<file path="src/rtl/moxie_wb_arbiter.sv">
// Two-master, one-slave Wishbone arbiter for the Moxie core.
// Master 0 is instruction fetch and master 1 is data. Arbitration is round-robin and registered.
// Each grant is held for the whole bus cycle of the winning master.
// A watchdog aborts a strobe that the slave never acknowledges.
module moxie_wb_arbiter #(
    parameter int unsigned AW      = 32,
    parameter int unsigned DW      = 32,
    parameter int unsigned TIMEOUT = 255,
    parameter int unsigned TW      = 8
) (
    input  logic            clk_i,
    input  logic            rst_n_i,
    // master 0 (instruction)
    input  logic            m0_cyc_i,
    input  logic            m0_stb_i,
    input  logic            m0_we_i,
    input  logic [AW-1:0]   m0_adr_i,
    input  logic [DW-1:0]   m0_dat_i,
    input  logic [DW/8-1:0] m0_sel_i,
    output logic [DW-1:0]   m0_dat_o,
    output logic            m0_ack_o,
    output logic            m0_err_o,
    // master 1 (data)
    input  logic            m1_cyc_i,
    input  logic            m1_stb_i,
    input  logic            m1_we_i,
    input  logic [AW-1:0]   m1_adr_i,
    input  logic [DW-1:0]   m1_dat_i,
    input  logic [DW/8-1:0] m1_sel_i,
    output logic [DW-1:0]   m1_dat_o,
    output logic            m1_ack_o,
    output logic            m1_err_o,
    // shared slave
    output logic            s_cyc_o,
    output logic            s_stb_o,
    output logic            s_we_o,
    output logic [AW-1:0]   s_adr_o,
    output logic [DW-1:0]   s_dat_o,
    output logic [DW/8-1:0] s_sel_o,
    input  logic [DW-1:0]   s_dat_i,
    input  logic            s_ack_i,
    // current grant {m1, m0}
    output logic [1:0]      gnt_o
);

    // The stalled cycle that sees this count value is the TIMEOUT-th one, so it triggers the abort.
    localparam logic [TW-1:0] TmoLast = TW'(TIMEOUT - 1);

    typedef enum logic [1:0] {
        StIdle,
        StGnt0,
        StGnt1,
        StAbort
    } state_e;

    state_e        state_q, state_d;
    logic          last_gnt_q, last_gnt_d;
    logic [TW-1:0] tmo_cnt_q, tmo_cnt_d;

    // last_gnt_q is loaded on grant entry, so it names the owner while granted or aborting.
    logic cur_cyc;
    logic cur_stb;
    assign cur_cyc = last_gnt_q ? m1_cyc_i : m0_cyc_i;
    assign cur_stb = last_gnt_q ? m1_stb_i : m0_stb_i;

    // State, round-robin pointer and watchdog counter.
    always_ff @(posedge clk_i or negedge rst_n_i) begin
        if (!rst_n_i) begin
            state_q    <= StIdle;
            last_gnt_q <= 1'b1;
            tmo_cnt_q  <= '0;
        end else begin
            state_q    <= state_d;
            last_gnt_q <= last_gnt_d;
            tmo_cnt_q  <= tmo_cnt_d;
        end
    end

    // Next-state: arbitration in idle, tenure tracking and watchdog while granted.
    always_comb begin
        state_d    = state_q;
        last_gnt_d = last_gnt_q;
        tmo_cnt_d  = tmo_cnt_q;
        unique case (state_q)
            StIdle: begin
                tmo_cnt_d = '0;
                // On contention m0 wins only if m1 had the previous tenure.
                if (m0_cyc_i && (!m1_cyc_i || last_gnt_q)) begin
                    state_d    = StGnt0;
                    last_gnt_d = 1'b0;
                end else if (m1_cyc_i) begin
                    state_d    = StGnt1;
                    last_gnt_d = 1'b1;
                end
            end
            StGnt0, StGnt1: begin
                if (!cur_cyc) begin
                    state_d   = StIdle;
                    tmo_cnt_d = '0;
                end else if (s_ack_i || !cur_stb) begin
                    // An ack on the would-be timeout cycle still wins.
                    tmo_cnt_d = '0;
                end else if (tmo_cnt_q == TmoLast) begin
                    state_d   = StAbort;
                    tmo_cnt_d = '0;
                end else begin
                    tmo_cnt_d = tmo_cnt_q + TW'(1);
                end
            end
            StAbort: begin
                state_d   = StIdle;
                tmo_cnt_d = '0;
            end
            default: begin
                state_d   = StIdle;
                tmo_cnt_d = '0;
            end
        endcase
    end

    // Bus steering: route the owner to the slave and the slave response back to the masters.
    always_comb begin
        s_cyc_o  = 1'b0;
        s_stb_o  = 1'b0;
        s_we_o   = 1'b0;
        s_adr_o  = '0;
        s_dat_o  = '0;
        s_sel_o  = '0;
        m0_dat_o = '0;
        m1_dat_o = '0;
        m0_ack_o = 1'b0;
        m1_ack_o = 1'b0;
        m0_err_o = 1'b0;
        m1_err_o = 1'b0;
        gnt_o    = 2'b00;
        unique case (state_q)
            StGnt0: begin
                s_cyc_o  = m0_cyc_i;
                s_stb_o  = m0_stb_i;
                s_we_o   = m0_we_i;
                s_adr_o  = m0_adr_i;
                s_dat_o  = m0_dat_i;
                s_sel_o  = m0_sel_i;
                m0_dat_o = s_dat_i;
                m1_dat_o = s_dat_i;
                m0_ack_o = s_ack_i & m0_stb_i;
                gnt_o    = 2'b01;
            end
            StGnt1: begin
                s_cyc_o  = m1_cyc_i;
                s_stb_o  = m1_stb_i;
                s_we_o   = m1_we_i;
                s_adr_o  = m1_adr_i;
                s_dat_o  = m1_dat_i;
                s_sel_o  = m1_sel_i;
                m0_dat_o = s_dat_i;
                m1_dat_o = s_dat_i;
                m1_ack_o = s_ack_i & m1_stb_i;
                gnt_o    = 2'b10;
            end
            StAbort: begin
                m0_err_o = ~last_gnt_q;
                m1_err_o = last_gnt_q;
            end
            StIdle: begin
            end
            default: begin
            end
        endcase
    end

endmodule

</file>
<file path="config.mk">
export PLATFORM = sky130hd
export DESIGN_NAME = moxie_wb_arbiter
export DESIGN_NICKNAME = d
export VERILOG_FILES = /design/src/rtl/moxie_wb_arbiter.sv
export SDC_FILE = /design/constraint.sdc
export NUM_CORES = 1
export LEC_CHECK = 0
export BUFFER_PORTS_ARGS = -buffer_cell sky130_fd_sc_hd__buf_2
export CELL_PAD_IN_SITES_DETAIL_PLACEMENT = 1
export CELL_PAD_IN_SITES_GLOBAL_PLACEMENT = 1
export CORE_AREA = 2 2 125 127
export CTS_CLUSTER_DIAMETER = 60
export CTS_CLUSTER_SIZE = 24
export DETAILED_ROUTE_END_ITERATION = 10
export DIE_AREA = 0 0 127 129
export PLACE_DENSITY = 0.69
export SLEW_MARGIN = 0
export SYNTH_ARGS = -nofsm -noshare
export SYNTH_HDL_FRONTEND = slang
export SYNTH_SLANG_ARGS = --single-unit
</file>
<file path="constraint.sdc">
create_clock -name clk_i -period 2.1 [get_ports clk_i]
set_input_delay 0.105 -clock clk_i [delete_from_list [all_inputs] [get_ports clk_i]]
set_output_delay 0.105 -clock clk_i [all_outputs]
set_load 0.05 [all_outputs]
</file>
==> results of run 1 <==
==> registers in the layout (all words and copies together) (netlist names) <==
| register | flops |
|---|---|
| tmo_cnt_q | 8 |
| state_q | 2 |
| last_gnt_q | 1 |
==> area by class of cell <==
cell class / instances / area share [%]
diodes: 1 / 0.0589
clock buffers: 4 / 1.86
inverters: 3 / 0.265
multi-input cells: 227 / 42.7
flip-flops and latches: 11 / 6.51
well taps: 188 / 5.54
repair buffers: 324 / 43.0
==> worst max-delay path by stage <==
stage,to,slack [ns],cells after the start,startpoint
floorplan,s_adr_o[24],0.02,6,state_q[1]$_DFFE_PN0P_
global placement,s_dat_o[31],0.12,5,state_q[1]$_DFFE_PN0P_
detailed placement,s_dat_o[31],0.11,5,state_q[1]$_DFFE_PN0P_
CTS,s_adr_o[0],0.008,6,state_q[1]$_DFFE_PN0P_
global route,s_adr_o[22],-0.01,6,state_q[1]$_DFFE_PN0P_
finish,s_adr_o[8],0.08,6,state_q[0]$_DFFE_PN0P_
==> placed cells by master (no fill, tap or decap), types with 2 or more instances in the layout <==
cell type,n
buf_4,2
and3_1,3
nor2b_2,69
clkbuf_4,30
nor2b_1,2
buf_2,284
a21oi_1,2
buf_16,2
ha_4,2
xnor2_1,3
nor2_1,11
xor2_1,3
inv_1,2
a22oi_1,71
dfrtp_1,10
clkbuf_16,3
and2_2,32
nand3_1,5
ha_1,6
buf_12,5
==> stage by stage <==
step | instance area [µm²] | TNS (ns)
3_5_place_dp | 3990 | 0
6_report | 4250 | 0
3_3_place_gp | 3990 | 0
2_1_floorplan | 2440 | 0
5_1_grt | 4250 | -0.0203
4_1_cts | 4150 | 0
==> timing repair <==
action | 4_1_cts | 5_1_grt
gates resized for setup | 4 | 36
hold buffers | 1 | 0
setup endpoints to repair | 75 | 135
gates cloned | 2 | 0
endpoints found under the hold margin | 11 | 0
==> worst max-delay path: stages (launching register included) <==
cell	delay, ns
dfrtp_1	0.44
inv_2	0.15
ha_2	0.28
buf_12	0.22
a22oi_1	0.15
nor2b_2	0.12
buf_2	0.26
==> kinds of logic (layout without fill, tap and decap cells) <==
family	Yosys count	after routing	share of synthesized area (%)
and+or+nand+nor	131	131	35.7
AOI/OAI and AO/OA	79	79	26.5
buffers and inverters	64	331	16.9
DFF	11	11	12.4
adders and majority gates	9	9	5.06
xor gates and xnor gates	6	6	2.36
muxes	2	2	1.12
other	0	1	0
==> metal layers <==
layer / track usage [%] / wire length [µm]
met1: 15.1 / 4650
met2: 28.0 / 6580
met3: 3.12 / 1080
met4: 2.13 / 131
met5: 0 / 0
==> flow_summary.yaml, run 1 <==
outcome:
  status: "finished, final reports clean"
finish:
  regArea_um2: 277
  nNetsFinal: 756
  post-route-util_pct: 28.3
  final_cells: 758
  multi_input_area_um2: 1810
  drive_gt1_share_pct: 76.6
  syn2layout_area_growth_pct: 90.7
  num-fill-cells: 1874
sta:
  min_period_over_period_pct: 96.3
  fin_skew_ns: 0.00499
  worst_slack_ns: 0.0776
  worst_slew_margin_rel_pct: 67.4
  worst_pin_slew_ns: 0.485
  finalSetupViolCount: 0
  holdWs_ns: 0.104
  final_hold_viol_count: 0
  min_period_ns: 2.02
  drv_slew: 0
  timing.fmax_ghz: 0.494
global_routing:
  grt_max_degree: 59
  antenna_found_initial: 2
  first_global_vias: 3319
  grt_pass1_wl_mm: 17.8
  overflow: 0
  track_usage_pct: 13.9
synth:
  synth_edf_count: 0
  synthTopCellsByArea: "a22oi_1, nor2b_1, dfrtp_1"
  ys.flop_type: "dfrtp_1"
  yosys-top-cells-count: "a22oi_1, nor2b_1, and2_1"
  syn_area_um2: 2230
  yosys.area.top_type: "a22oi_1"
  syn_nets: 488
  synth_top_cell_area_share_pct: 23.9
  synthCells: 302
  async_flop_share_pct: 100
  yosys.cell_types.count: 32
  ys_seq_area_share_pct: 12.4
  syn_area_per_cell_um2: 7.37
  synth_seq_cells: 11
  synth.yosys.warnings: 0
drt:
  wl_per_cell_um: 16.4
  totalWireLength_mm: 12.4
  drc: 0
  first_iter_violations: 74
  ant_nets: 0
  dr.pass1.iters: 6
  vias: 3294
  avgViaCountPerCell: 4.35
clock_network:
  clk_path_buf_depth: 2
  cts_setup_buffers: 0
  path_clk_slew_ns: 0.04
  cts_made_buffers: 3
  cts_tree: "built"
  htreeDepth: 1
  cts.sinks: 11
  cts_root_buf: "clkbuf_16"
  clock_latency_ns: 0.24
die:
  dieHeight_um: 129
  fp.coreArea_um2: 15000
  io_pins: 318
  start_util_pct: 14.9
  die_area_um2: 16400
  die_w_um: 127
  rows: 45
min_path:
  whs_path_depth: 2
  hold_start: "m0_cyc_i"
  hp-class: "in -> reg"
  hold-path-endpoint: "last_gnt_q$_DFFE_PN1P_"
placement:
  dpl.hpwl_mm: 9.57
  port_buffers: 317
  place_ws_ns: 0.107
  gp_congestion: 0.809
  dpl.cell_count: 750
worst_setup_path:
  required_ns: 2.00
  path_class: "reg -> out"
  rr_worst_depth: 5
  cp.arrival_ns: 1.92
  rr_startpoint: "state_q[1]$_DFFE_PN0P_"
  timing.rr.end: "tmo_cnt_q[7]$_DFF_PN0_"
  cp_max_fo: 36
  reg2reg_slack_ns: 0.38
  worst_setup_path_end_kind: "output pin"
  cp-start-kind: "flop"
run:
  maxCapViolCount: 0
Power of run 1 is left out: the tool's default activity adds up to more than one toggle a clock period on the data nets, which glitch-free logic cannot reach.
==> run 2, diff against run 1 <==
--- a/config.mk
+++ b/config.mk
@@ -7,13 +7,13 @@
 export LEC_CHECK = 0
 export BUFFER_PORTS_ARGS = -buffer_cell sky130_fd_sc_hd__buf_2
 export CELL_PAD_IN_SITES_DETAIL_PLACEMENT = 1
-export CELL_PAD_IN_SITES_GLOBAL_PLACEMENT = 1
-export CORE_AREA = 2 2 125 127
+export CELL_PAD_IN_SITES_GLOBAL_PLACEMENT = 2
+export CORE_MARGIN = 1.5
+export CORE_UTILIZATION = 13
 export CTS_CLUSTER_DIAMETER = 60
 export CTS_CLUSTER_SIZE = 24
 export DETAILED_ROUTE_END_ITERATION = 10
-export DIE_AREA = 0 0 127 129
-export PLACE_DENSITY = 0.69
+export PLACE_DENSITY = 0.83
 export SLEW_MARGIN = 0
 export SYNTH_ARGS = -nofsm -noshare
 export SYNTH_HDL_FRONTEND = slang
==> run 2 against run 1 <==
Final area up 3.8%. Maximum frequency down 1.3%. Global-route usage down 1.5 points. Count of clock-buffer cells in the layout down 1. Register-to-register slack worse by 0.02 ns. Critical path type unchanged. Critical endpoint is now s_sel_o[3].
==> flow_summary.yaml, run 2 (synthesis gave the netlist of run 1 again) <==
outcome:
  status: "finished, final reports clean"
drt:
  dr.pass1.iters: 4
  ant_nets: 0
  drc: 0
  wl_per_cell_um: 15.4
  first_iter_violations: 89
  dr_wl_met3_mm: 1.02
  met1_length_mm: 4.65
  avgViaCountPerCell: 4.10
  wl_met2_mm: 6.40
  totalWireLength_mm: 12.2
  vias: 3237
  topRoutingLayerUsed: "met4"
die:
  die_area_um2: 17900
  die_w_um: 134
  dieHeight_um: 134
  start_util_pct: 13.4
  io_pins: 318
  rows: 47
  fp.coreArea_um2: 16600
worst_setup_path:
  cp.arrival_ns: 1.94
  reg2reg_slack_ns: 0.36
  cp-start-kind: "flop"
  path_class: "reg -> out"
  cp_max_fo: 36
  required_ns: 2.00
  rr_worst_depth: 5
  worst_setup_path_end_kind: "output pin"
sta:
  drv_slew: 0
  timing.fmax_ghz: 0.488
  worst_pin_slew_ns: 0.366
  min_period_over_period_pct: 97.6
  min_period_ns: 2.05
  worst_slack_ns: 0.0505
  finalSetupViolCount: 0
  rsz0062_at_grt: "yes"
  worst_slew_margin_rel_pct: 75.4
  final_hold_viol_count: 0
  fin_skew_ns: 0.00289
placement:
  gp_congestion: 0.786
  dpl.hpwl_mm: 9.63
  port_buffers: 317
  place_ws_ns: 0.251
finish:
  final_cell_mix: "buf_2, clkbuf_4, a22oi_1"
  largest_reg_flops: 8
  drive_gt1_share_pct: 76.6
  nNetsFinal: 756
  regMostFlops: "tmo_cnt_q"
  num-fill-cells: 2079
  mostFrequentLayoutCell: "buf_2"
  post-route-util_pct: 26.5
  syn2layout_area_growth_pct: 98.0
  n_antenna_cell: 0
  top_regs: "tmo_cnt_q: 8 flops, state_q: 2 flops, last_gnt_q: 1 flops"
global_routing:
  first_global_vias: 3339
  antenna_found_initial: 0
  overflow: 0
  grt_pass1_wl_mm: 17.8
  track_usage_pct: 12.5
  grt_max_degree: 58
clock_network:
  clock_latency_ns: 0.24
  htreeDepth: 1
  cts_tree: "built"
  cts_root_buf: "clkbuf_16"
  cts_made_buffers: 3
  clk_path_buf_depth: 2
  cts.sinks: 11
  path_clk_slew_ns: 0.04
min_path:
  whs_path_depth: 2
  hp-class: "in -> reg"
run:
  maxCapViolCount: 0
-- run 2: critical path, stage by stage, from the launching register on --
cell	delay, ns
dfrtp_1	0.42
inv_1	0.15
ha_2	0.30
buf_12	0.25
a22oi_1	0.18
nor2b_2	0.13
buf_2	0.26
-- run 2: cell type report --
| cell class | instances | area [µm²] | share of cell area [%] |
|---|---|---|---|
| Clock buffer | 3 | 75.1 | 1.70 |
| Tap cell | 220 | 275 | 6.24 |
| Multi-Input combinational cell | 227 | 1790 | 40.7 |
| Sequential cell | 11 | 277 | 6.27 |
| Inverter | 3 | 11.3 | 0.255 |
| Clock inverter | 1 | 5.00 | 0.114 |
| Timing Repair Buffer | 324 | 1970 | 44.7 |
-- run 2: what timing repair did --
item | CTS | global route
setup buffers | 0 | 0
setup endpoints to repair | 2 | 97
cloned | 1 | 0
resized for setup | 1 | 103
endpoints found under the hold margin | 10 | 0
hold buffers | 1 | 0
-- run 2: per-stage QoR --
stage / cells / TNS (ns) / hold WS (ns) / area, µm²
floorplan: 302 / 0 / -0.191 / 2440
global placement: 783 / 0 / -0.000369 / 4030
detailed placement: 783 / 0 / 0.00291 / 4030
CTS: 789 / 0 / 0.0883 / 4160
global route: 789 / -0.127 / 0.104 / 4410
finish: 789 / 0 / 0.0991 / 4410
-- run 2: per-layer routing --
| metal | up-vias | track usage, % |
|---|---|---|
| met1 | 1483 | 14.6 |
| li1 | 1555 | - |
| met4 | 0 | 2.05 |
| met2 | 191 | 24.2 |
| met3 | 8 | 1.70 |
| met5 | - | 0 |
-- run 2: final timing paths --
path                                              from                endpoint
worst max-delay path            state_q[1]$_DFFE_PN0P_              s_sel_o[3]
worst min-delay path                          m0_cyc_i  last_gnt_q$_DFFE_PN1P_
worst max register to register  state_q[1]$_DFFE_PN0P_  tmo_cnt_q[2]$_DFF_PN0_
worst min register to register  tmo_cnt_q[0]$_DFF_PN0_  tmo_cnt_q[0]$_DFF_PN0_
max in group asynchronous                      rst_n_i  last_gnt_q$_DFFE_PN1P_
min in group asynchronous                      rst_n_i  tmo_cnt_q[6]$_DFF_PN0_
Power of run 2 is left out for the same reason.
